===== src/rtl/mmips_pkg.sv =====
// Shared mMips pipeline definitions: fetch FSM state encoding, nop word and PC step.
package mmips_pkg;

    typedef enum logic [1:0] {
        BOOT = 2'd0,
        RUN  = 2'd1,
        WAIT = 2'd2,
        HOLD = 2'd3
    } fetch_state_t;

    localparam logic [31:0] NOP_WORD = 32'h0000_0000;
    localparam logic [31:0] PC_INC   = 32'd4;

endpackage


===== src/rtl/fetch_hold_buf.sv =====
// One-entry holding register for a fetched word and its address, used while ID stalls.
module fetch_hold_buf (
    input  logic        clk,
    input  logic        rst,
    input  logic        i_load,
    input  logic        i_drain,
    input  logic        i_flush,
    input  logic [31:0] i_word,
    input  logic [31:0] i_pc,
    output logic        o_valid,
    output logic [31:0] o_word,
    output logic [31:0] o_pc
);

    logic        r_valid;
    logic [31:0] r_word;
    logic [31:0] r_pc;

    // Flush beats load so a redirect never leaves a stale wrong-path word behind.
    always_ff @(posedge clk) begin
        if (rst || i_flush) begin
            r_valid <= 1'b0;
            r_word  <= '0;
            r_pc    <= '0;
        end else if (i_load) begin
            r_valid <= 1'b1;
            r_word  <= i_word;
            r_pc    <= i_pc;
        end else if (i_drain) begin
            r_valid <= 1'b0;
        end
    end

    assign o_valid = r_valid;
    assign o_word  = r_word;
    assign o_pc    = r_pc;

endmodule


===== src/rtl/fetch_unit.sv =====
// mMips instruction-fetch stage: PC, IF/ID register and imem handshake.
// Define FETCH_HOLD_BUFFER_EN to add the one-entry holding buffer and HOLD state.
module fetch_unit #(
    parameter logic [31:0] RESET_PC = 32'h0000_0000,
    parameter logic [31:0] NOP_WORD = mmips_pkg::NOP_WORD
) (
    input  logic        clk,
    input  logic        rst,
    input  logic        PCWrite,
    input  logic        IFIDWrite,
    input  logic        fetch_en,
    input  logic        BranchTaken,
    input  logic [31:0] BranchTarget,
    input  logic        imem_wait,
    input  logic [31:0] imem_rdata,
    output logic        imem_en,
    output logic [31:0] imem_addr,
    output logic [31:0] Instr,
    output logic [31:0] IFIDPC,
    output logic        IFIDValid
);

    import mmips_pkg::*;

    fetch_state_t r_state;
    fetch_state_t w_nextState;

    logic [31:0] r_pc;
    logic [31:0] r_instr;
    logic [31:0] r_ifidPc;
    logic        r_ifidValid;

    logic        w_hit;
    logic        w_capture;
    logic        w_advance;
    logic        w_bufValid;
    logic [31:0] w_bufWord;
    logic [31:0] w_bufPc;

    assign imem_en   = !rst && ((r_state == RUN && fetch_en) || r_state == WAIT);
    assign imem_addr = r_pc;
    assign w_hit     = imem_en && !imem_wait;

`ifdef FETCH_HOLD_BUFFER_EN
    assign w_capture = w_hit && PCWrite && !IFIDWrite && !BranchTaken;
    assign w_advance = w_hit && PCWrite;

    fetch_hold_buf u_holdBuf (
        .clk     (clk),
        .rst     (rst),
        .i_load  (w_capture),
        .i_drain (IFIDWrite),
        .i_flush (BranchTaken),
        .i_word  (imem_rdata),
        .i_pc    (r_pc),
        .o_valid (w_bufValid),
        .o_word  (w_bufWord),
        .o_pc    (w_bufPc)
    );
`else
    // Without a buffer, a word ID cannot accept is dropped and fetched again later.
    assign w_capture  = 1'b0;
    assign w_advance  = w_hit && PCWrite && IFIDWrite;
    assign w_bufValid = 1'b0;
    assign w_bufWord  = NOP_WORD;
    assign w_bufPc    = '0;
`endif

    always_ff @(posedge clk) begin
        if (rst) r_state <= BOOT;
        else     r_state <= w_nextState;
    end

    // A taken branch abandons any outstanding request or held word.
    always_comb begin
        w_nextState = r_state;
        case (r_state)
            BOOT: w_nextState = RUN;
            RUN: begin
                if (imem_en && imem_wait) w_nextState = WAIT;
                else if (w_capture)       w_nextState = HOLD;
            end
            WAIT: begin
                if (!imem_wait) w_nextState = w_capture ? HOLD : RUN;
            end
            HOLD: begin
                if (IFIDWrite) w_nextState = RUN;
            end
            default: w_nextState = BOOT;
        endcase
        if (BranchTaken) w_nextState = RUN;
    end

    always_ff @(posedge clk) begin
        if (rst) begin
            r_pc        <= RESET_PC;
            r_instr     <= NOP_WORD;
            r_ifidPc    <= '0;
            r_ifidValid <= 1'b0;
        end else begin
            if (BranchTaken)    r_pc <= {BranchTarget[31:2], 2'b00};
            else if (w_advance) r_pc <= r_pc + PC_INC;

            // A held word is older than anything fetched now, so it drains first.
            if (BranchTaken) begin
                r_instr     <= NOP_WORD;
                r_ifidPc    <= r_pc + PC_INC;
                r_ifidValid <= 1'b0;
            end else if (IFIDWrite) begin
                if (w_bufValid) begin
                    r_instr     <= w_bufWord;
                    r_ifidPc    <= w_bufPc + PC_INC;
                    r_ifidValid <= 1'b1;
                end else if (w_hit) begin
                    r_instr     <= imem_rdata;
                    r_ifidPc    <= r_pc + PC_INC;
                    r_ifidValid <= 1'b1;
                end else begin
                    r_instr     <= NOP_WORD;
                    r_ifidPc    <= r_pc + PC_INC;
                    r_ifidValid <= 1'b0;
                end
            end
        end
    end

    assign Instr     = r_instr;
    assign IFIDPC    = r_ifidPc;
    assign IFIDValid = r_ifidValid;

endmodule


===== config.mk =====
export PLATFORM = sky130hd
export DESIGN_NAME = fetch_unit
export DESIGN_NICKNAME = d
export VERILOG_FILES = /design/src/rtl/mmips_pkg.sv /design/src/rtl/fetch_hold_buf.sv /design/src/rtl/fetch_unit.sv
export SDC_FILE = /design/constraint.sdc
export NUM_CORES = 1
export LEC_CHECK = 0
export BUFFER_PORTS_ARGS = -buffer_cell sky130_fd_sc_hd__buf_2
export CAP_MARGIN = 30
export CELL_PAD_IN_SITES_DETAIL_PLACEMENT = 0
export CELL_PAD_IN_SITES_GLOBAL_PLACEMENT = 2
export CORE_ASPECT_RATIO = 0.9
export CORE_UTILIZATION = 30
export DETAILED_ROUTE_END_ITERATION = 6
export PLACE_DENSITY = 0.89
export SLEW_MARGIN = 20
export SYNTH_ARGS = -nofsm -noshare
export SYNTH_HDL_FRONTEND = slang
export SYNTH_HIERARCHICAL = 1
export SYNTH_SLANG_ARGS = --single-unit

===== constraint.sdc =====
create_clock -name clk -period 3.5 [get_ports clk]
set_input_delay 0.7 -clock clk [delete_from_list [all_inputs] [get_ports clk]]
set_output_delay 0.7 -clock clk [all_outputs]
set_load 0.01 [all_outputs]

==> summary.md <==
| Metric | Value |
|---|---|
| Final setup vio count | 0 |
| Vias per std cell | 4.91 |
| FF-to-FF Start | imem_addr[2] |
| Cell depth of the worst flop-to-flop path | 6 |
| DR WL/cell | 15.2 um |
| HP Start | IFIDPC[15] |
| Fill cells | around 1,500 |
| Setup Total Neg Slack | 0 ps |
| DP Wirelength | 9200 um |
| Mapped Area | between 4000 and 5000 um^2 |
| Post-CTS Setup Inserts | 0 |
| Worst Setup End Kind | register |
| Async S/R FF share, synth | 0 |
| Min-Delay Path Class | reg -> reg |
| Hold Path Depth | 2 |
| Origin of the worst setup path | imem_addr[2] |
| Total grt overflow | 0 |
| Area leader, netlist | dfxtp_1 |
| Post-synth top flop | dfxtp_1 |
| First drt pass iteration count | 6 |
| Placeable Area | 14,200 um^2 |
| Input/output buffers | 162 |
| Die X | 130 um |
| Final #Nets | 718 |
| Startpoint types | register |
| Worst hold slack | 496 ps |
| Number of synthesized flops with an enable pin | 0 |
| Number of I/O pins | 169 |
| Layout cells sized above 1 | 0.312 |
| Gr usage total | 0.174 |
| Synth top area share | 0.433 |
| Critical Path Max Stage Delay | 700 ps |
| Clock transition at path regs | 70 ps |
| Unrepaired setup endpoints after global routing | false |
| Row count | 41 |
| 1st-iter DRT viols | a little under 200 |
| DIE HEIGHT | about 120 um |
| Syn_area_per_cell | around 8.7 um^2 |
| Distinct cell type count after synthesis | 51 |
| Area occupied by multi-input gates | 2300 um^2 |
| Post-placement cell area | 5340 um^2 |
| Top cells by area, synth | dfxtp_1 (43%), a211oi_1 (8.0%), nor2_1 (8.0%) |
| Post-CTS sizing | 0 |
| CTS tree | built |
| Max Cap Violations | 0 |
| Die area | 15,100 um^2 |
| Initial core utilization | 0.310 |
| First-pass GRT wire length | a little over 20,000 um |
| Num CTS Buffers | 9 |
| CTS Sinks | 95 |
| Crit path max-delay cell type | nor4_1 |
| Yosys reg bits | 95 |
| Final worst-path cycle share | 0.668 |
| Vias | 4,147 |
| Register area share after synthesis | 0.433 |
| Clk buf depth | 2 |
| Worst Path Required | around 3800 ps |
| R2R setup slack | 1160 ps |
| # DRC | 0 |
| # hold bufs at CTS | 0 |
| Power, Total | 2.41 mW |
| WS Path Type | reg -> reg |
| FMAX | between 400 and 500 MHz |
| Initial antenna violation count | 0 |
| RR Endpoint | IFIDPC[16] |
| Area Overhead vs Synth | 27.9% |
| Peak supply drop | 0.333 mV |
| Leak | 2.31 nW |
| Period minus WS final | 2340 ps |
| P per Cell Area | 428 nW/um^2 |
| Worst skew pair latency | roughly 350 ps |
| H-tree depth | 3 |
| Fin. Hold Viols | 0 |
| Actual slew at the worst max-slew pin | 898 ps |
| CP Data Arrival Time | 2600 ps |
| Final ANT Viol Nets | 0 |
| Outcome | complete, no violations |
| Slew HR | 0.396 |
| Number of global-route vias before repair | 3,947 |
| Post-Syn Instances | approximately 500 |
| Finished layout cell area | 5620 um^2 |
| Register area | 1900 um^2 |
| Clock root cell | clkbuf_16 |
| Clock Skews | 12.1 ps |
| Largest net degree at the start of global routing | 52 |
| Fin. max-slew vios | 0 |
| Max FO, Critical Path | 6 |
| CP Cell Sequence | ha_1, nand2_1, nor4_1, nand3_1, xor2_1, a211oi_1 |
| Commonest cells post-synth | dfxtp_1 (95), nor2_1 (94), a211oi_1 (47), xor2_1 (33), a22oi_1 (32) |
| GP Congestion | between 0.7 and 0.8 |
| Hold path endpoint | IFIDPC[15] |
| Ant. Diodes | 0 |
| Most frequent cell after synthesis | dfxtp_1 |
| Yosys warnings | 6 |
| Final WL | 12,800 um |
-- logic make-up after synthesis --
family | Yosys count | share of synthesized area
AOI/OAI and AO/OA | 109 | 0.182
xor gates and xnor gates | 51 | 0.102
adders and majority gates | 1 | 0.00285
buffers and inverters | 49 | 0.0481
DFF | 95 | 0.433
muxes | 1 | 0.00228
other | 1 | 0.000853
and+or+nand+nor | 199 | 0.230
-- worst max path at each step --
stage / to / slack [ps] / cells past startpoint
floorplan: IFIDPC[21] / 1340 / 6
global placement: Instr[22] / 840 / 6
detailed placement: imem_addr[10] / 1070 / 6
CTS: IFIDPC[16] / 1150 / 6
global route: IFIDPC[22] / 920 / 6
finish: IFIDPC[16] / 1160 / 6
-- power breakdown --
group | internal [mW] | switching, mW | leakage (nW)
logic | 0.119 | 0.155 | 1.40
clock network | 0.504 | 0.441 | 0.139
registers | 1.13 | 0.0585 | 0.779
total | 1.75 | 0.654 | 2.31
-- sequential cells by signal (all words and copies together) (netlist names) --
signal,count
IFIDValid,1
IFIDPC,30
imem_addr,30
r_state,2
Instr,32
-- critical path, delay by kind of cell, from the launching register on --
family / cells / cell delay (ps)
xor gates and xnor gates: 1 / 180
AOI/OAI and AO/OA: 1 / 220
adders and majority gates: 1 / 370
DFF: 1 / 440
and+or+nand+nor: 3 / 1040
-- stage by stage --
step	util	std cells	worst slack (ps)
2_1_floorplan	-	509	1340
3_3_place_gp	0.376	827	841
3_5_place_dp	0.377	828	1070
4_1_cts	0.397	844	1150
5_1_grt	0.397	844	925
6_report	0.397	844	1160
-- area by class of cell --
type	count	area share
Multi-Input combinational cell	365	0.410
Sequential cell	95	0.338
Timing Repair Buffer	169	0.155
Tap cell	193	0.0430
Clock buffer	10	0.0425
Clock inverter	6	0.00779
Inverter	6	0.00401
-- cell usage in the layout, fill, tap and decap left out, types with 3 or more instances in the layout --
master / Yosys / final
xor2_1: 33 / 33
dfxtp_1: 95 / 95
nor4_1: 5 / 5
nand3_1: 19 / 19
xnor2_1: 18 / 18
nand4_2: 3 / 3
a21oi_1: 8 / 8
nand4_1: 10 / 10
a22oi_1: 32 / 32
conb_1: 1 / 4
buf_4: 4 / 6
or3_1: 5 / 5
nand2_1: 27 / 26
a311oi_1: 5 / 5
clkbuf_16: 0 / 9
nor3_2: 4 / 4
nand3b_1: 4 / 4
o21ai_0: 5 / 5
buf_2: 3 / 162
and3_1: 3 / 3
nor3_1: 8 / 8
nor2_1: 94 / 94
a211oi_1: 47 / 47
inv_1: 4 / 4
-- routing by layer --
layer	wire length, um	share of wire	global-route usage	up-vias
met2	5840	0.46	0.290	130
met3	890	0.069	0.0564	13
met4	158	0.012	0.0527	0
met5	0	0	0	-
met1	5920	0.46	0.214	1923
li1	-	-	-	2081
(Power assumes the default switching activity.)
